`config.mk`:
```
export PLATFORM = sky130hd
export DESIGN_NAME = arbitro_ula_flat
export DESIGN_NICKNAME = d
export VERILOG_FILES = /design/src/rtl/ula_pkg.sv /design/src/rtl/arbitro_ula_if.sv /design/src/rtl/rr_arbitro.sv /design/src/rtl/arbitro_ula.sv /design/src/flat_wrapper.sv
export SDC_FILE = /design/constraint.sdc
export NUM_CORES = 1
export LEC_CHECK = 0
export ABC_AREA = 1
export CAP_MARGIN = 20
export CORE_MARGIN = 1.5
export CORE_UTILIZATION = 42
export CTS_CLUSTER_DIAMETER = 60
export DETAILED_ROUTE_END_ITERATION = 12
export MAX_ROUTING_LAYER = met4
export PLACE_DENSITY_LB_ADDON = 0.2
export SYNTH_ARGS = -nofsm -noshare
export SYNTH_HDL_FRONTEND = slang
export SYNTH_HIERARCHICAL = 1
export SYNTH_SLANG_ARGS = --single-unit
```
`constraint.sdc`:
```
create_clock -name clk -period 6.4 [get_ports clk]
set_input_delay 0.96 -clock clk [delete_from_list [all_inputs] [get_ports clk]]
set_output_delay 0.96 -clock clk [all_outputs]
set_load 0.05 [all_outputs]
```
`src/rtl/ula_pkg.sv`:
```
// Shared definitions for the ALU arbiter: opcode names, default widths and
// the opcode sets whose ALU flags are meaningful.
package ula_pkg;

    localparam int unsigned NUM_REQ_PADRAO = 3;
    localparam int unsigned TAG_W_PADRAO   = 3;
    localparam int unsigned DADO_W         = 16;
    localparam int unsigned CODOP_W        = 4;

    localparam logic [CODOP_W-1:0] COD_ADD  = 4'd0;
    localparam logic [CODOP_W-1:0] COD_SUB  = 4'd1;
    localparam logic [CODOP_W-1:0] COD_AND  = 4'd2;
    localparam logic [CODOP_W-1:0] COD_OR   = 4'd3;
    localparam logic [CODOP_W-1:0] COD_XOR  = 4'd4;
    localparam logic [CODOP_W-1:0] COD_NOT  = 4'd5;
    localparam logic [CODOP_W-1:0] COD_SHL  = 4'd6;
    localparam logic [CODOP_W-1:0] COD_SHR  = 4'd7;
    localparam logic [CODOP_W-1:0] COD_SAR  = 4'd8;
    localparam logic [CODOP_W-1:0] COD_INC  = 4'd9;
    localparam logic [CODOP_W-1:0] COD_DEC  = 4'd10;
    localparam logic [CODOP_W-1:0] COD_NOP  = 4'd11;
    localparam logic [CODOP_W-1:0] COD_SELZ = 4'd12;

    typedef struct packed {
        logic neg;
        logic zero;
        logic overflow;
    } flags_t;

    // neg/overflow are only meaningful for the arithmetic opcodes
    function automatic logic codop_nv_valido(input logic [CODOP_W-1:0] c);
        return (c == COD_ADD) || (c == COD_SUB) || (c == COD_INC) || (c == COD_DEC);
    endfunction

    function automatic logic codop_z_valido(input logic [CODOP_W-1:0] c);
        return c == COD_SELZ;
    endfunction

    function automatic logic codop_reservado(input logic [CODOP_W-1:0] c);
        return c > COD_SELZ;
    endfunction

endpackage

```
`src/rtl/arbitro_ula_if.sv`:
```
// Request, shared-ALU and result-broadcast signals of the ALU arbiter.
// The slave modport is the arbiter's view; master is the surrounding system.
interface arbitro_ula_if #(
    parameter int unsigned NUM_REQ = ula_pkg::NUM_REQ_PADRAO,
    parameter int unsigned TAG_W   = ula_pkg::TAG_W_PADRAO
);

    logic [NUM_REQ-1:0]                   req_valido;
    logic [ula_pkg::CODOP_W*NUM_REQ-1:0]  req_codop;
    logic [ula_pkg::DADO_W*NUM_REQ-1:0]   req_op1;
    logic [ula_pkg::DADO_W*NUM_REQ-1:0]   req_op2;
    logic [TAG_W*NUM_REQ-1:0]             req_tag;
    logic [NUM_REQ-1:0]                   req_aceito;

    logic [ula_pkg::CODOP_W-1:0]          ula_codop;
    logic [ula_pkg::DADO_W-1:0]           ula_operando1;
    logic [ula_pkg::DADO_W-1:0]           ula_operando2;
    logic [ula_pkg::DADO_W-1:0]           ula_resultado;
    logic                                 ula_neg;
    logic                                 ula_zero;
    logic                                 ula_overflow;

    logic                                 cdb_valido;
    logic [TAG_W-1:0]                     cdb_tag;
    logic [ula_pkg::DADO_W-1:0]           cdb_resultado;
    logic                                 cdb_neg;
    logic                                 cdb_zero;
    logic                                 cdb_overflow;
    logic                                 cdb_pronto;

    logic                                 ocupado;

    modport slave (
        input  req_valido, req_codop, req_op1, req_op2, req_tag,
        output req_aceito,
        output ula_codop, ula_operando1, ula_operando2,
        input  ula_resultado, ula_neg, ula_zero, ula_overflow,
        output cdb_valido, cdb_tag, cdb_resultado, cdb_neg, cdb_zero, cdb_overflow,
        input  cdb_pronto,
        output ocupado
    );

    modport master (
        output req_valido, req_codop, req_op1, req_op2, req_tag,
        input  req_aceito,
        input  ula_codop, ula_operando1, ula_operando2,
        output ula_resultado, ula_neg, ula_zero, ula_overflow,
        input  cdb_valido, cdb_tag, cdb_resultado, cdb_neg, cdb_zero, cdb_overflow,
        output cdb_pronto,
        input  ocupado
    );

endinterface

```
`src/rtl/rr_arbitro.sv`:
```
// Round-robin selector: one-hot grant to the first requester at or after the
// pointer, wrapping around to index 0.
module rr_arbitro #(
    parameter int unsigned N     = 3,
    parameter int unsigned PTR_W = (N > 1) ? $clog2(N) : 1
) (
    input  logic [N-1:0]     i_req,
    input  logic [PTR_W-1:0] i_ptr,
    output logic [N-1:0]     o_gnt,
    output logic [PTR_W-1:0] o_idx,
    output logic             o_valido
);

    always_comb begin
        o_gnt    = '0;
        o_idx    = '0;
        o_valido = 1'b0;
        // Upper segment [ptr, N) has priority over the wrapped segment [0, ptr).
        for (int unsigned i = 0; i < N; i++) begin
            if (!o_valido && i_req[i] && (i >= 32'(i_ptr))) begin
                o_gnt[i] = 1'b1;
                o_idx    = PTR_W'(i);
                o_valido = 1'b1;
            end
        end
        for (int unsigned i = 0; i < N; i++) begin
            if (!o_valido && i_req[i] && (i < 32'(i_ptr))) begin
                o_gnt[i] = 1'b1;
                o_idx    = PTR_W'(i);
                o_valido = 1'b1;
            end
        end
    end

endmodule

```
`src/rtl/arbitro_ula.sv`:
```
// Shares one external ALU among NUM_REQ requesters through an execute (E) and
// writeback (W) pipeline, broadcasting tagged results on the CDB.
module arbitro_ula import ula_pkg::*; #(
    parameter int unsigned NUM_REQ = NUM_REQ_PADRAO,
    parameter int unsigned TAG_W   = TAG_W_PADRAO
) (
    input logic          clk,
    input logic          reset_n,
    arbitro_ula_if.slave bus
);

    localparam int unsigned      PTR_W   = (NUM_REQ > 1) ? $clog2(NUM_REQ) : 1;
    localparam logic [PTR_W-1:0] PTR_MAX = PTR_W'(NUM_REQ - 1);

    logic [PTR_W-1:0]   r_ptr;

    logic               r_e_valido;
    logic [CODOP_W-1:0] r_e_codop;
    logic [DADO_W-1:0]  r_e_op1;
    logic [DADO_W-1:0]  r_e_op2;
    logic [TAG_W-1:0]   r_e_tag;

    logic               r_w_valido;
    logic [TAG_W-1:0]   r_w_tag;
    logic [DADO_W-1:0]  r_w_res;
    flags_t             r_w_flags;

    logic               w_w_avanca;
    logic               w_pode_conceder;
    logic               w_concede;
    logic [NUM_REQ-1:0] w_req_elegivel;
    logic [NUM_REQ-1:0] w_gnt;
    logic [PTR_W-1:0]   w_gnt_idx;

    logic [CODOP_W-1:0] w_sel_codop;
    logic [DADO_W-1:0]  w_sel_op1;
    logic [DADO_W-1:0]  w_sel_op2;
    logic [TAG_W-1:0]   w_sel_tag;

    logic [DADO_W-1:0]  w_cap_res;
    flags_t             w_cap_flags;

    assign w_w_avanca = !r_w_valido || bus.cdb_pronto;

    // E can take a new entry when empty or when it moves into W this cycle.
    assign w_pode_conceder = reset_n && (!r_e_valido || w_w_avanca);
    assign w_req_elegivel  = bus.req_valido & {NUM_REQ{w_pode_conceder}};

    rr_arbitro #(
        .N     (NUM_REQ),
        .PTR_W (PTR_W)
    ) u_rr (
        .i_req    (w_req_elegivel),
        .i_ptr    (r_ptr),
        .o_gnt    (w_gnt),
        .o_idx    (w_gnt_idx),
        .o_valido (w_concede)
    );

    assign bus.req_aceito = w_gnt;

    always_comb begin
        w_sel_codop = '0;
        w_sel_op1   = '0;
        w_sel_op2   = '0;
        w_sel_tag   = '0;
        for (int unsigned i = 0; i < NUM_REQ; i++) begin
            if (w_gnt[i]) begin
                w_sel_codop = bus.req_codop[CODOP_W*i +: CODOP_W];
                w_sel_op1   = bus.req_op1[DADO_W*i +: DADO_W];
                w_sel_op2   = bus.req_op2[DADO_W*i +: DADO_W];
                w_sel_tag   = bus.req_tag[TAG_W*i +: TAG_W];
            end
        end
    end

    // Idle ALU sees a NOP with zero operands.
    assign bus.ula_codop     = r_e_valido ? r_e_codop : COD_NOP;
    assign bus.ula_operando1 = r_e_valido ? r_e_op1 : '0;
    assign bus.ula_operando2 = r_e_valido ? r_e_op2 : '0;

    always_comb begin
        w_cap_res            = bus.ula_resultado;
        w_cap_flags          = '0;
        w_cap_flags.neg      = codop_nv_valido(r_e_codop) & bus.ula_neg;
        w_cap_flags.overflow = codop_nv_valido(r_e_codop) & bus.ula_overflow;
        w_cap_flags.zero     = codop_z_valido(r_e_codop) & bus.ula_zero;
        if (codop_reservado(r_e_codop)) begin
            w_cap_res = '0;
        end else if ((r_e_codop == COD_SELZ) && (r_e_op1 != '0)) begin
            w_cap_res        = '0;
            w_cap_flags.zero = 1'b0;
        end
    end

    always_ff @(posedge clk) begin
        if (!reset_n) begin
            r_ptr      <= '0;
            r_e_valido <= 1'b0;
            r_e_codop  <= '0;
            r_e_op1    <= '0;
            r_e_op2    <= '0;
            r_e_tag    <= '0;
            r_w_valido <= 1'b0;
            r_w_tag    <= '0;
            r_w_res    <= '0;
            r_w_flags  <= '0;
        end else begin
            if (w_concede) begin
                r_ptr <= (w_gnt_idx == PTR_MAX) ? '0 : w_gnt_idx + 1'b1;
            end
            if (w_pode_conceder) begin
                r_e_valido <= w_concede;
                if (w_concede) begin
                    r_e_codop <= w_sel_codop;
                    r_e_op1   <= w_sel_op1;
                    r_e_op2   <= w_sel_op2;
                    r_e_tag   <= w_sel_tag;
                end
            end
            if (w_w_avanca) begin
                r_w_valido <= r_e_valido;
                if (r_e_valido) begin
                    r_w_tag   <= r_e_tag;
                    r_w_res   <= w_cap_res;
                    r_w_flags <= w_cap_flags;
                end
            end
        end
    end

    assign bus.cdb_valido    = r_w_valido;
    assign bus.cdb_tag       = r_w_tag;
    assign bus.cdb_resultado = r_w_res;
    assign bus.cdb_neg       = r_w_flags.neg;
    assign bus.cdb_zero      = r_w_flags.zero;
    assign bus.cdb_overflow  = r_w_flags.overflow;
    assign bus.ocupado       = r_e_valido || r_w_valido;

endmodule

```
`src/flat_wrapper.sv`:
```
// flat-port wrapper written by rule: the top's interface ports become plain ports
module arbitro_ula_flat import ula_pkg::*;
#(
    parameter int unsigned NUM_REQ = NUM_REQ_PADRAO,
    parameter int unsigned TAG_W   = TAG_W_PADRAO
)
  (clk, reset_n, bus_req_valido, bus_req_codop, bus_req_op1, bus_req_op2, bus_req_tag, bus_req_aceito, bus_ula_codop, bus_ula_operando1, bus_ula_operando2, bus_ula_resultado, bus_ula_neg, bus_ula_zero, bus_ula_overflow, bus_cdb_valido, bus_cdb_tag, bus_cdb_resultado, bus_cdb_neg, bus_cdb_zero, bus_cdb_overflow, bus_cdb_pronto, bus_ocupado);
  arbitro_ula_if #(.NUM_REQ(NUM_REQ), .TAG_W(TAG_W)) bus_i ();
  input logic clk;
  input logic reset_n;
  input wire logic [$bits(bus_i.req_valido)-1:0] bus_req_valido;
  input wire logic [$bits(bus_i.req_codop)-1:0] bus_req_codop;
  input wire logic [$bits(bus_i.req_op1)-1:0] bus_req_op1;
  input wire logic [$bits(bus_i.req_op2)-1:0] bus_req_op2;
  input wire logic [$bits(bus_i.req_tag)-1:0] bus_req_tag;
  output wire logic [$bits(bus_i.req_aceito)-1:0] bus_req_aceito;
  output wire logic [$bits(bus_i.ula_codop)-1:0] bus_ula_codop;
  output wire logic [$bits(bus_i.ula_operando1)-1:0] bus_ula_operando1;
  output wire logic [$bits(bus_i.ula_operando2)-1:0] bus_ula_operando2;
  input wire logic [$bits(bus_i.ula_resultado)-1:0] bus_ula_resultado;
  input wire logic [$bits(bus_i.ula_neg)-1:0] bus_ula_neg;
  input wire logic [$bits(bus_i.ula_zero)-1:0] bus_ula_zero;
  input wire logic [$bits(bus_i.ula_overflow)-1:0] bus_ula_overflow;
  output wire logic [$bits(bus_i.cdb_valido)-1:0] bus_cdb_valido;
  output wire logic [$bits(bus_i.cdb_tag)-1:0] bus_cdb_tag;
  output wire logic [$bits(bus_i.cdb_resultado)-1:0] bus_cdb_resultado;
  output wire logic [$bits(bus_i.cdb_neg)-1:0] bus_cdb_neg;
  output wire logic [$bits(bus_i.cdb_zero)-1:0] bus_cdb_zero;
  output wire logic [$bits(bus_i.cdb_overflow)-1:0] bus_cdb_overflow;
  input wire logic [$bits(bus_i.cdb_pronto)-1:0] bus_cdb_pronto;
  output wire logic [$bits(bus_i.ocupado)-1:0] bus_ocupado;
  assign bus_i.req_valido = bus_req_valido;
  assign bus_i.req_codop = bus_req_codop;
  assign bus_i.req_op1 = bus_req_op1;
  assign bus_i.req_op2 = bus_req_op2;
  assign bus_i.req_tag = bus_req_tag;
  assign bus_req_aceito = bus_i.req_aceito;
  assign bus_ula_codop = bus_i.ula_codop;
  assign bus_ula_operando1 = bus_i.ula_operando1;
  assign bus_ula_operando2 = bus_i.ula_operando2;
  assign bus_i.ula_resultado = bus_ula_resultado;
  assign bus_i.ula_neg = bus_ula_neg;
  assign bus_i.ula_zero = bus_ula_zero;
  assign bus_i.ula_overflow = bus_ula_overflow;
  assign bus_cdb_valido = bus_i.cdb_valido;
  assign bus_cdb_tag = bus_i.cdb_tag;
  assign bus_cdb_resultado = bus_i.cdb_resultado;
  assign bus_cdb_neg = bus_i.cdb_neg;
  assign bus_cdb_zero = bus_i.cdb_zero;
  assign bus_cdb_overflow = bus_i.cdb_overflow;
  assign bus_i.cdb_pronto = bus_cdb_pronto;
  assign bus_ocupado = bus_i.ocupado;
  arbitro_ula #(.NUM_REQ(NUM_REQ), .TAG_W(TAG_W)) u_core (.clk(clk), .reset_n(reset_n), .bus(bus_i));
endmodule
```
# ---- Word level (Yosys, flattened, before mapping)
# Cells that the tools add are included.
dict set report totals {
  reg_bits 65
  out_inout_bits 63
}
dict set report op_classes {
  addsub 1
  magnitude_cmp 7
  eq_ne 5
  n_mux 36
  bitwise_logic 4
  n_reduce_logical 30
}
# cell n
set op_table {}
lappend op_table {{16-bit 2-to-1 mux} 10}
lappend op_table {{4-bit 2-to-1 mux} 4}
lappend op_table {{16-bit nonzero test} 1}
lappend op_table {{1-bit 2-to-1 mux} 14}
lappend op_table {{1-bit logical AND} 13}
lappend op_table {{4-bit == test, second input constant} 3}
lappend op_table {{2-bit 2-to-1 mux} 5}
lappend op_table {{3-bit 2-to-1 mux} 3}
lappend op_table {{1-bit logical NOT} 7}
lappend op_table {{1-bit logical OR} 6}
lappend op_table {{4-bit by 1-bit == test with 1-bit output, second input constant} 1}
lappend op_table {{1-bit by 2-bit greater-or-equal comparator with 1-bit output, first input constant} 2}
lappend op_table {{4-bit greater-than comparator, second input constant} 1}
lappend op_table {{4-bit logical NOT} 1}
lappend op_table {{1-bit by 2-bit < comparator with 1-bit output, first input constant} 2}
lappend op_table {{2-bit AND reduction} 2}
lappend op_table {{1-bit AND} 3}
lappend op_table {{3-bit AND} 1}
lappend op_table {{2-bit by 1-bit adder with 2-bit output, second input constant} 1}
lappend op_table {{2-bit == test, second input constant} 1}
lappend op_table {{2-bit greater-or-equal comparator, first input constant} 1}
lappend op_table {{2-bit < comparator, first input constant} 1}

# ---- Depth between registers and ports, before layout
# Gate-level depths: netlist (run 1).
dict set report logic_depth {
  depth_word 29
  ltp_mapped 14
  mapped_depth_nobuf 12
}

# ---- Hierarchy
# Netlist (run 1), hierarchy kept.
# module instances cells_each area_each_um2
set modules_own_cells {}
lappend modules_own_cells {arbitro_ula 1 563 3642.2}
lappend modules_own_cells {rr_arbitro 1 20 88.8}

# ---- Worst setup path after synthesis (run 1)
# Ideal clock, no wire load.
dict set report synth_timing {
  path_kind {in2out}
  startpoint {input reset_n}
  endpoint {output bus_req_aceito[1]}
  arrival_time_ps 2664
  t_required_ps 5440
  slack_ps 2776
  stages 6
  path_buffers 2
  path_cell_list {buf_2 buf_2 nand2_1 nor2_1 nand2_1 a21oi_1}
}
dict set report synth_via {
  word_cells_on_any_way 21
}
# element line
set synth_rtl {}
lappend synth_rtl {{start, declared} flat_wrapper.sv:10} ;# input logic reset_n;
lappend synth_rtl {{1-bit logical AND (*)} arbitro_ula.sv:46} ;# assign w_pode_conceder = reset_n && (!r_e_valido || w_w_avanca);
lappend synth_rtl {{3-bit AND (*)} arbitro_ula.sv:47} ;# assign w_req_elegivel = bus.req_valido & {NUM_REQ{w_pode_conceder}};
lappend synth_rtl {{named net u_core.w_req_elegivel[1]} arbitro_ula.sv:31} ;# logic [NUM_REQ-1:0] w_req_elegivel;
lappend synth_rtl {{1-bit logical AND (2 in series)} rr_arbitro.sv:20} ;# if (!o_valido && i_req[i] && (i >= 32'(i_ptr))) begin
lappend synth_rtl {{1-bit 2-to-1 mux} rr_arbitro.sv:20}
lappend synth_rtl {{1-bit logical NOT} rr_arbitro.sv:20}
lappend synth_rtl {{1-bit logical AND (2 in series)} rr_arbitro.sv:20}
lappend synth_rtl {{1-bit 2-to-1 mux} rr_arbitro.sv:20}
lappend synth_rtl {{1-bit logical NOT} rr_arbitro.sv:27} ;# if (!o_valido && i_req[i] && (i < 32'(i_ptr))) begin
lappend synth_rtl {{1-bit logical AND (2 in series)} rr_arbitro.sv:27}
lappend synth_rtl {{1-bit 2-to-1 mux} rr_arbitro.sv:27}
lappend synth_rtl {{1-bit logical NOT} rr_arbitro.sv:27}
lappend synth_rtl {{1-bit logical AND (2 in series)} rr_arbitro.sv:27}
lappend synth_rtl {{1-bit 2-to-1 mux (*)} rr_arbitro.sv:27}
lappend synth_rtl {{end, declared} flat_wrapper.sv:16} ;# output wire logic [$bits(bus_i.req_aceito)-1:0] bus_req_aceito;
# The timed path passes the listed nets; every way through them passes the cells marked *.

# ---- Worst setup path in the final report (run 1)
# Ends and elaborated chain as after synthesis.

==> qor.yml, run 1 <==
outcome:
  status: "finished clean"
worst_setup_path:
  crit_arrival_ns: 3.72
  crit_fanout: 44
  endpoint_kind: "output pin"
  path_class: "in -> out"
  cp.required_ns: 5.44
  cp-start-kind: "input port"
yosys:
  synth.distinct_cells: 25
  synth_area_um2: 3731
  syn_nets: 725
  synth_seq_cells: 65
  postSynthAreaPerCell_um2: 6.400
  ys_seq_area_share_pct: 34.88
  synthCells: 583
  yosys_warnings: 6
floorplanning:
  fp.dieW_um: 97.25
  core_area_um2: 8678
  initial_utilization_pct: 42.99
  io_pins: 205
  dieArea_um2: 9458
  die_h_um: 97.25
  rows: 34
sta:
  fin_crit_sh_pct: 73.10
  timing.fmax_mhz: 213.7
  finalSetupViolCount: 0
  worst_pin_slew_ns: 0.9579
  slew_headroom_pct: 36.07
  hold_violations: 0
  setup_tns_ns: 0
  finalCriticalPeriod_ns: 4.679
  clock_skew_ns: 0.01199
  slew_viol_final: 0
  grt_setup_unrepaired: "no"
cts:
  clk_pin_slew_ns: 0.07
  post_cts_resized: 0
  htree_levels: 3
  insertion_delay_ns: 0.33
  root_buffer: "clkbuf_8"
  tritoncts: "yes"
  ctsLongestPathBuffers: 2
  post-cts-setup-buffer-count: 0
  cts_buffers: 9
  clkSinkCount: 65
  cts_hold_buf: 0
global_route:
  track_usage_pct: 26.17
  grt_max_degree: 45
  grt_pass1_vias: 4287
  antenna_found_initial: 0
  overflow: 0
  grt_pass1_wl_um: 19930
place:
  io_buffers: 204
  hpwlAfterDp_um: 8806
  gp_congestion: 0.8533
cells_and_area:
  fillers: 767
  seq_area_um2: 1301
  nets: 902
  syn2layout_area_growth_pct: 59.42
  diodes: 0
  layout-drive-gt1-share_pct: 5.490
  multiInputGateArea_um2: 1979
routing:
  first_pass_iters: 5
  drtIter0Drc: 199
  wire_per_inst_um: 13.77
  drc_errors: 0
  wirelength_um: 12020
  ant_nets: 0
  vias: 4452
  vias_per_cell: 5.100
pwr:
  total_power_mw: 1.335
  irDropWorstVdd_mv: 0.1150
  pwr_density_cell_nw_per_um2: 224.4
  p_leak_nw: 2.737
min_path:
  hold_class: "reg -> reg"
run:
  drv_cap: 0
## Yosys cell counts
cell type,instances,area share (%)
buf_1,1,0.10
a21oi_1,16,2.1
inv_2,2,0.20
a21oi_2,11,2.6
nor3_1,1,0.13
nand3_1,117,16
clkbuf_1,15,1.5
buf_2,20,2.7
nand2_1,169,17
buf_6,3,0.91
dfxtp_1,65,35
inv_1,61,6.1
clkinv_1,1,0.10
o31ai_1,3,0.60
o211ai_1,39,7.8
o21ai_0,5,0.67
or2_2,1,0.17
nand4_1,3,0.50
nor2_2,1,0.17
nand3_4,1,0.47
buf_4,3,0.60
nand2_2,2,0.34
clkinv_2,1,0.13
nand2_4,1,0.30
nor2_1,41,4.1
## sequential cells by signal (all words and copies together), names as in the netlist
name and cells:
u_core/bus.cdb_resultado 16, u_core/r_e_op1 16, u_core/r_e_op2 16, u_core/r_e_codop 4, u_core/bus.cdb_tag 3, u_core/r_e_tag 3, u_core/r_ptr 2, u_core/bus.cdb_neg 1
u_core/bus.cdb_overflow 1, u_core/bus.cdb_valido 1, u_core/bus.cdb_zero 1, u_core/r_e_valido 1
## layer usage
metal  track usage [%]  share of wire [%]  vias up
met2             45.19                 50      177
met5                 -                  0        -
met3             4.317                6.9       24
li1                  -                  -     2247
met4             9.341                2.2        0
met1             30.81                 41     2004
## placed cells by master (no fill, tap or decap), types with 5 or more instances in the layout
master | Yosys | routed
a21oi_1 | 16 | 15
a21oi_2 | 11 | 11
clkbuf_8 | 0 | 10
clkdlybuf4s50_1 | 0 | 203
dfxtp_1 | 65 | 65
inv_1 | 61 | 61
nand2_1 | 169 | 169
nand3_1 | 117 | 117
nor2_1 | 41 | 41
o211ai_1 | 39 | 39
o21ai_0 | 5 | 5
## where the power goes
group | switching [mW] | internal, mW
Combinational | 0.279 | 0.191
Clock | 0.156 | 0.230
Sequential | 0.0285 | 0.451
## cell families after synthesis
kind of cell / synth area share (%)
flip-flops: 34.88
AND/OR/NAND/NOR: 38.90
buffers and inverters: 12.37
AO/OA/AOI/OAI: 13.85
## worst paths after layout
check	cells after the start	startpoint	slack, ns	endpoint
min reg2reg	2	u_core/bus.cdb_resultado[1]	0.47	u_core/bus.cdb_resultado[1]
max reg2reg	11	u_core/bus.cdb_valido	3.39	u_core/r_e_codop[1]
max	7	reset_n	1.72	bus_req_aceito[1]
min	2	u_core/bus.cdb_resultado[1]	0.47	u_core/bus.cdb_resultado[1]
## area by class of cell
cell class,count,area share [%]
Multi-Input combinational cell,411,33.28
Clock inverter,5,1.325
Clock buffer,11,2.377
Timing Repair Buffer,208,34.75
Tap cell,108,2.272
Sequential cell,65,21.88
Inverter,65,4.123
## stage by stage
stage / setup slack (ns) / instance area (um2) / util [%] / instances / hold WS, ns
after floorplan: 2.776 / 3731 / - / 583 / 0.4447
after global routing: 1.542 / 5948 / 68.54 / 873 / 0.4951
after CTS: 1.752 / 5948 / 68.54 / 873 / 0.4727
after detailed placement: 1.761 / 5728 / 66.00 / 857 / 0.4622
after global placement: 1.863 / 5728 / 66.00 / 857 / 0.4542
final: 1.721 / 5948 / 68.54 / 873 / 0.4720
## worst max-delay path: stages
cell,delay (ns)
buf_2,0.62
nand2_1,0.22
nor2_1,0.33
nand2_1,0.18
a21oi_4,0.13
buf_4,0.37
clkdlybuf4s50_1,0.88
Note: power is estimated with default switching activity, not from simulation.
==> inputs of run 2 (changes only) <==
--- a/config.mk
+++ b/config.mk
@@ -8,7 +8,7 @@
 export ABC_AREA = 1
 export CAP_MARGIN = 20
 export CORE_MARGIN = 1.5
-export CORE_UTILIZATION = 42
+export CORE_UTILIZATION = 36
 export CTS_CLUSTER_DIAMETER = 60
 export DETAILED_ROUTE_END_ITERATION = 12
 export MAX_ROUTING_LAYER = met4
==> constraint.sdc (replaced) <==
create_clock -name clk -period 4.1 [get_ports clk]
set_input_delay 0.615 -clock clk [delete_from_list [all_inputs] [get_ports clk]]
set_output_delay 0.615 -clock clk [all_outputs]
set_load 0.05 [all_outputs]
==> run 2 against run 1 <==
  * Sequential share of layout area shrank 0.20 points
  * Worst setup slack lost 1.0 ns
  * Die area grew 16%
  * Via count shrank 0.36%
  * Register-to-register slack lost 1.9 ns
  * Critical path type unchanged
  * Critical endpoint is now bus_req_aceito[2]
  * Largest cell class unchanged
  * Largest power group unchanged
==> qor.yml, run 2 (synthesized netlist as in run 1, its figures left out) <==
outcome:
  status: "finished clean"  # unchanged
cts:
  cts_buffers: 9  # unchanged
  clkSinkCount: 65  # unchanged
  ctsLongestPathBuffers: 2  # unchanged
  insertion_delay_ns: 0.34  # was 0.33 ns
  clk_pin_slew_ns: 0.06  # was 0.07 ns
  post_cts_resized: 0  # unchanged
  cts_hold_buf: 0  # unchanged
  root_buffer: "clkbuf_8"  # unchanged
  post-cts-setup-buffer-count: 0  # unchanged
  htree_levels: 3  # unchanged
  tritoncts: "yes"  # unchanged
sta:
  hold_violations: 0  # unchanged
  fin_crit_sh_pct: 82.62
  setup_tns_ns: 0  # unchanged
  slew_viol_final: 0  # unchanged
  grt_setup_unrepaired: "no"  # unchanged
  clock_skew_ns: 0.008784  # was 0.01199 ns
  finalSetupViolCount: 0  # unchanged
  slew_headroom_pct: 33.95  # was 36.07%
  timing.fmax_mhz: 295.2
  finalCriticalPeriod_ns: 3.387
  worst_pin_slew_ns: 0.9896  # was 0.9579 ns
  setup_slack_ns: 0.7125  # was 1.721 ns
floorplanning:
  die_h_um: 104.8  # was 97.25 um
  dieArea_um2: 10980  # was 9458 um2
  fp.dieW_um: 104.8  # was 97.25 um
  core_area_um2: 9910  # was 8678 um2
  io_pins: 205  # unchanged
  rows: 36  # was 34
  initial_utilization_pct: 37.65  # was 42.99%
routing:
  first_pass_iters: 5  # unchanged
  drc_errors: 0  # unchanged
  drtIter0Drc: 188  # was 199
  vias_per_cell: 4.934  # was 5.100
  ant_nets: 0  # unchanged
  wire_per_inst_um: 13.69  # was 13.77 um
  wirelength_um: 12310  # was 12,020 um
  vias: 4436  # was 4,452
pwr:
  irDropWorstVdd_mv: 0.1495  # was 0.1150 mV
  p_leak_nw: 2.751  # was 2.737 nW
  pwr_density_cell_nw_per_um2: 339.8  # was 224.4 nW/um2
worst_setup_path:
  endpoint_kind: "output pin"  # unchanged
  reg2reg_depth: 11  # unchanged
  cp.required_ns: 3.48  # was 5.44 ns
  path_class: "in -> out"  # unchanged
  cp-start-kind: "input port"  # unchanged
  crit_fanout: 5  # was 44
  startpoint: "bus_cdb_pronto"  # was reset_n
  timing.rr.start: "u_core/bus.cdb_valido"  # unchanged
  crit_arrival_ns: 2.77  # was 3.72 ns
  reg2reg_slack_ns: 1.49  # was 3.39 ns
min_path:
  whs_path_depth: 2  # unchanged
  holdCritStartpoint: "u_core/r_e_op2[0]"  # was u_core/bus.cdb_resultado[1]
  hold_class: "reg -> reg"  # unchanged
place:
  gp_congestion: 0.8552  # was 0.8533
  hpwlAfterDp_um: 8937  # was 8806 um
  pre_cts_ws_ns: 0.6991  # was 1.761 ns
  dp_cells: 884  # was 857
  io_buffers: 204  # unchanged
cells_and_area:
  instances_no_fill: 899  # was 873
  layout_common_cells: "clkdlybuf4s50_1 (201), nand2_1 (169), nand3_1 (117)"  # was clkdlybuf4s50_1 (203), nand2_1 (169), nand3_1 (117)
  final_common_cell: "clkdlybuf4s50_1"  # unchanged
  syn2layout_area_growth_pct: 60.87  # was 59.42%
  layout-drive-gt1-share_pct: 5.875  # was 5.490%
  diodes: 0  # unchanged
  nets: 904  # was 902
global_route:
  antenna_found_initial: 0  # unchanged
  grt_pass1_wl_um: 20100  # was 19,930 um
  track_usage_pct: 23.26  # was 26.17%
  grt_max_degree: 44  # was 45
  grt_pass1_vias: 4344  # was 4,287
  overflow: 0  # unchanged
run:
  drv_cap: 0  # unchanged
## run 2: final timing paths
check / to
worst max-delay path: bus_req_aceito[2]
worst min-delay path: u_core/r_e_op2[0]
worst max register to register: u_core/r_e_codop[0]
worst min register to register: u_core/r_e_op2[0]
## run 2: metrics by stage
stage / power, mW / cell area, um2 / utilization [%] / hold WS [ns]
floorplan: 1.206 / 3731 / - / 0.4447
global placement: 1.491 / 5807 / 58.60 / 0.4544
detailed placement: 1.505 / 5807 / 58.60 / 0.4620
CTS: 2.056 / 6002 / 60.57 / 0.4727
global route: 2.150 / 6002 / 60.57 / 0.4883
finish: 2.040 / 6002 / 60.57 / 0.4715
## run 2: routing by layer
metal / vias to the layer above / wire length [um] / track usage, %
met3: 27 / 778 / 4.991
met5: - / 0 / -
met2: 163 / 6113 / 40.94
li1: 2251 / - / -
met1: 1995 / 5095 / 25.57
met4: 0 / 318 / 8.904
## run 2: worst max-delay path, stage by stage
cell and delay [ns]:
clkdlybuf4s50_1 0.40, inv_1 0.07, nand3_1 0.16, nand2_1 0.16, nor2_1 0.11, a21oi_2 0.17
nand4_1 0.14, nand2_1 0.13, clkdlybuf4s50_1 0.81
## run 2: where the power goes
group | internal [mW] | switching [mW]
clock | 0.309 | 0.242
combinational | 0.305 | 0.434
sequential | 0.704 | 0.0443
total | 1.32 | 0.721
## run 2: area by class of cell
| cell class | count | area (um2) |
|---|---|---|
| Tap cell | 133 | 166.4 |
| Sequential cell | 65 | 1301 |
| Inverter | 65 | 245.2 |
| Fill cell | 949 | 3908 |
| Timing Repair Buffer | 210 | 2115 |
| Clock buffer | 12 | 155.1 |
| Clock inverter | 3 | 40.04 |
| Multi-Input combinational cell | 411 | 1979 |
==> inputs of run 3 (changes only) <==
--- a/config.mk
+++ b/config.mk
@@ -8,7 +8,7 @@
 export ABC_AREA = 1
 export CAP_MARGIN = 20
 export CORE_MARGIN = 1.5
-export CORE_UTILIZATION = 36
+export CORE_UTILIZATION = 39
 export CTS_CLUSTER_DIAMETER = 60
 export DETAILED_ROUTE_END_ITERATION = 12
 export MAX_ROUTING_LAYER = met4
==> constraint.sdc (replaced) <==
create_clock -name clk -period 3.54 [get_ports clk]
set_input_delay 0.531 -clock clk [delete_from_list [all_inputs] [get_ports clk]]
set_output_delay 0.531 -clock clk [all_outputs]
set_load 0.05 [all_outputs]
==> run 3 against run 2 <==
  * Sequential power up 16%
  * Worst setup slack worse by 0.20 ns
  * Final cell count up 0.11%
  * Flip-flop and latch count unchanged
  * Power up 23%
  * Die area down 7.5%
  * Design area up 1.4%
  * Core utilization up 5.3 points
==> qor.yml, run 3 (synthesized netlist as in run 1, its figures left out) <==
sta:
  fin_crit_sh_pct: 85.52
  finalCriticalPeriod_ns: 3.027
  timing.fmax_mhz: 330.3
  setup_tns_ns: 0  # unchanged
  hold_violations: 0  # unchanged
  grt_setup_unrepaired: "no"  # unchanged
  worst_pin_slew_ns: 0.9666  # was 0.9896 ns
  slew_viol_final: 0  # unchanged
  clock_skew_ns: 0.01367  # was 0.008784 ns
  holdWs_ns: 0.4735  # was 0.4715 ns
  slew_headroom_pct: 35.49  # was 33.95%
  finalSetupViolCount: 0  # unchanged
  setup_slack_ns: 0.5127  # was 0.7125 ns
floorplanning:
  rows: 35  # was 36
  io_pins: 205  # unchanged
  fp.dieW_um: 100.8  # was 104.8 um
  core_area_um2: 9240  # was 9910 um2
  dieArea_um2: 10160  # was 10,980 um2
  die_h_um: 100.8  # was 104.8 um
  initial_utilization_pct: 40.38  # was 37.65%
pwr:
  p_switching_mw: 0.8461  # was 0.7207 mW
  power_frac_clock_pct: 30.8  # was 27.0%
  sw_frac_of_total_pct: 33.72  # was 35.33%
  total_power_mw: 2.510  # was 2.040 mW
  seqPwrFrac_pct: 34.6  # was 36.7%
  pwr_density_cell_nw_per_um2: 412.4  # was 339.8 nW/um2
  p_comb_share_pct: 34.6  # was 36.3%
  internal-power_mw: 1.663  # was 1.319 mW
  irDropWorstVdd_mv: 0.2114  # was 0.1495 mV
  p_leak_nw: 2.792  # was 2.751 nW
cells_and_area:
  final_common_cell: "clkdlybuf4s50_1"  # unchanged
  nets: 908  # was 904
  layout-drive-gt1-share_pct: 6.615  # was 5.875%
  fillers: 849  # was 949
  fin_util_pct: 65.86  # was 60.57%
  diodes: 0  # unchanged
  syn2layout_area_growth_pct: 63.11  # was 60.87%
  layout_common_cells: "clkdlybuf4s50_1 (200), nand2_1 (169), nand3_1 (117)"  # was clkdlybuf4s50_1 (201), nand2_1 (169), nand3_1 (117)
  instances_no_fill: 900  # was 899
  finish.instance_area_um2: 6086  # was 6002 um2
global_route:
  track_usage_pct: 25.09  # was 23.26%
  overflow: 0  # unchanged
  grt_max_degree: 44  # unchanged
  grt_pass1_wl_um: 19840  # was 20,100 um
  grt_pass1_vias: 4316  # was 4,344
  antenna_found_initial: 0  # unchanged
worst_setup_path:
  cp-start-kind: "input port"  # unchanged
  endpoint_kind: "output pin"  # unchanged
  r2r_end: "u_core/r_e_codop[1]"  # was u_core/r_e_codop[0]
  critPathTopFamily: "buffers and inverters"  # unchanged
  crit_buf_inv: 4  # was 3
  max_stage_delay_ns: 0.46  # was 0.81 ns
  cpMostUsedCell: "nand2_1"
  reg2reg_slack_ns: 0.93  # was 1.49 ns
  cp.required_ns: 3.01  # was 3.48 ns
  slowest_stage: "clkdlybuf4s50_1"  # unchanged
  reg2reg_depth: 12  # was 11
  crit_fanout: 22  # was 5
  path_class: "in -> out"  # unchanged
  crit_chain: "clkdlybuf4s50_1 -> inv_1 -> nand3_1 -> nand2_1 -> nor2_1 -> nand2_1 -> a21oi_4 -> buf_4 -> buf_12"  # was clkdlybuf4s50_1 -> inv_1 -> nand3_1 -> nand2_1 -> nor2_1 -> a21oi_2 -> nand4_1 -> nand2_1 -> clkdlybuf4s50_1
  startpoint: "bus_cdb_pronto"  # unchanged
  timing.rr.start: "u_core/r_e_valido"  # was u_core/bus.cdb_valido
  crit_arrival_ns: 2.50  # was 2.77 ns
place:
  place_area_um2: 5842  # was 5807 um2
  gp_congestion: 0.8749  # was 0.8552
  pre_cts_ws_ns: 0.5018  # was 0.6991 ns
  io_buffers: 204  # unchanged
  hpwlAfterDp_um: 9204  # was 8937 um
  dp_cells: 884  # unchanged
routing:
  first_pass_iters: 5  # unchanged
  vias: 4515  # was 4,436
  wirelength_um: 12370  # was 12,310 um
  wire_per_inst_um: 13.74  # was 13.69 um
  vias_per_cell: 5.017  # was 4.934
  drtIter0Drc: 157  # was 188
  ant_nets: 0  # unchanged
  drc_errors: 0  # unchanged
cts:
  clk_pin_slew_ns: 0.07  # was 0.06 ns
  insertion_delay_ns: 0.34  # about the same
  post-cts-setup-buffer-count: 0  # unchanged
  cts_buffers: 9  # unchanged
  post_cts_resized: 0  # unchanged
  htree_levels: 3  # unchanged
  ctsLongestPathBuffers: 2  # unchanged
  cts_hold_buf: 0  # unchanged
  clkSinkCount: 65  # unchanged
  tritoncts: "yes"  # unchanged
  root_buffer: "clkbuf_8"  # unchanged
min_path:
  hold_class: "reg -> reg"  # unchanged
  holdCritStartpoint: "u_core/r_e_op2[4]"  # was u_core/r_e_op2[0]
  whs_path_depth: 2  # unchanged
  min_to: "u_core/r_e_op2[4]"  # was u_core/r_e_op2[0]
run:
  drv_cap: 0  # unchanged
outcome:
  status: "finished clean"  # unchanged
==> run 3: cell types whose count changed in the layout (fill, tap and decap cells not counted) <==
cell             before  now
buf_12                3    4
buf_4                 5    9
bufinv_16             1    3
clkbuf_8             11   10
clkdlybuf4s50_1     201  200
clkinv_2              3    2
clkinvlp_4            0    1
==> run 3: worst register-to-register path, stage by stage, from the launching register on <==
cell      delay [ns]
dfxtp_1         0.33
buf_4           0.22
nand3_1         0.21
nand2_1         0.12
nor2_1          0.34
a21oi_2         0.12
nand2_1         0.15
a21oi_4         0.08
inv_2           0.48
nand3_1         0.18
nand3_1         0.10
o211ai_1        0.10
o31ai_1         0.09
==> run 3: cell type report <==
type / count / area (um2) / area share, %
timing repair buffer: 214 / 2155 / 35.40
clock inverter: 5 / 102.6 / 1.686
multi-input combinational: 411 / 1979 / 32.52
clock buffer: 11 / 141.4 / 2.323
sequential: 65 / 1301 / 21.38
tap: 129 / 161.4 / 2.652
inverter: 65 / 245.2 / 4.030
==> run 3: metal layers <==
metal / share of wire [%] / wire length (um) / vias up / GRT usage, %
met5: 0 / 0 / - / -
met4: 1.4 / 168 / 0 / 6.717
met3: 6.3 / 784 / 14 / 3.606
met2: 51 / 6289 / 171 / 44.85
met1: 41 / 5124 / 2072 / 29.33
li1: - / - / 2258 / -
==> run 3: how the worst max path moves through the flow <==
| stage | to | slack, ns | cells past startpoint |
|---|---|---|---|
| after floorplan | u_core/r_e_op1[0] | 0.39 | 12 |
| after global placement | bus_req_aceito[1] | 0.67 | 9 |
| after detailed placement | u_core/r_e_codop[1] | 0.50 | 13 |
| after CTS | bus_req_aceito[1] | 0.54 | 9 |
| after global routing | bus_req_aceito[1] | 0.35 | 9 |
| final | bus_req_aceito[1] | 0.51 | 9 |
==> run 3: power by group through the flow <==
stage                     registers [mW]  logic, mW  clock network [mW]
final                              0.867      0.869               0.773
after global routing               0.876      0.939               0.819
after CTS                          0.867      0.874               0.787
after detailed placement           0.883      0.871                   0
after global placement             0.878      0.856                   0
after floorplan                    0.942      0.455                   0
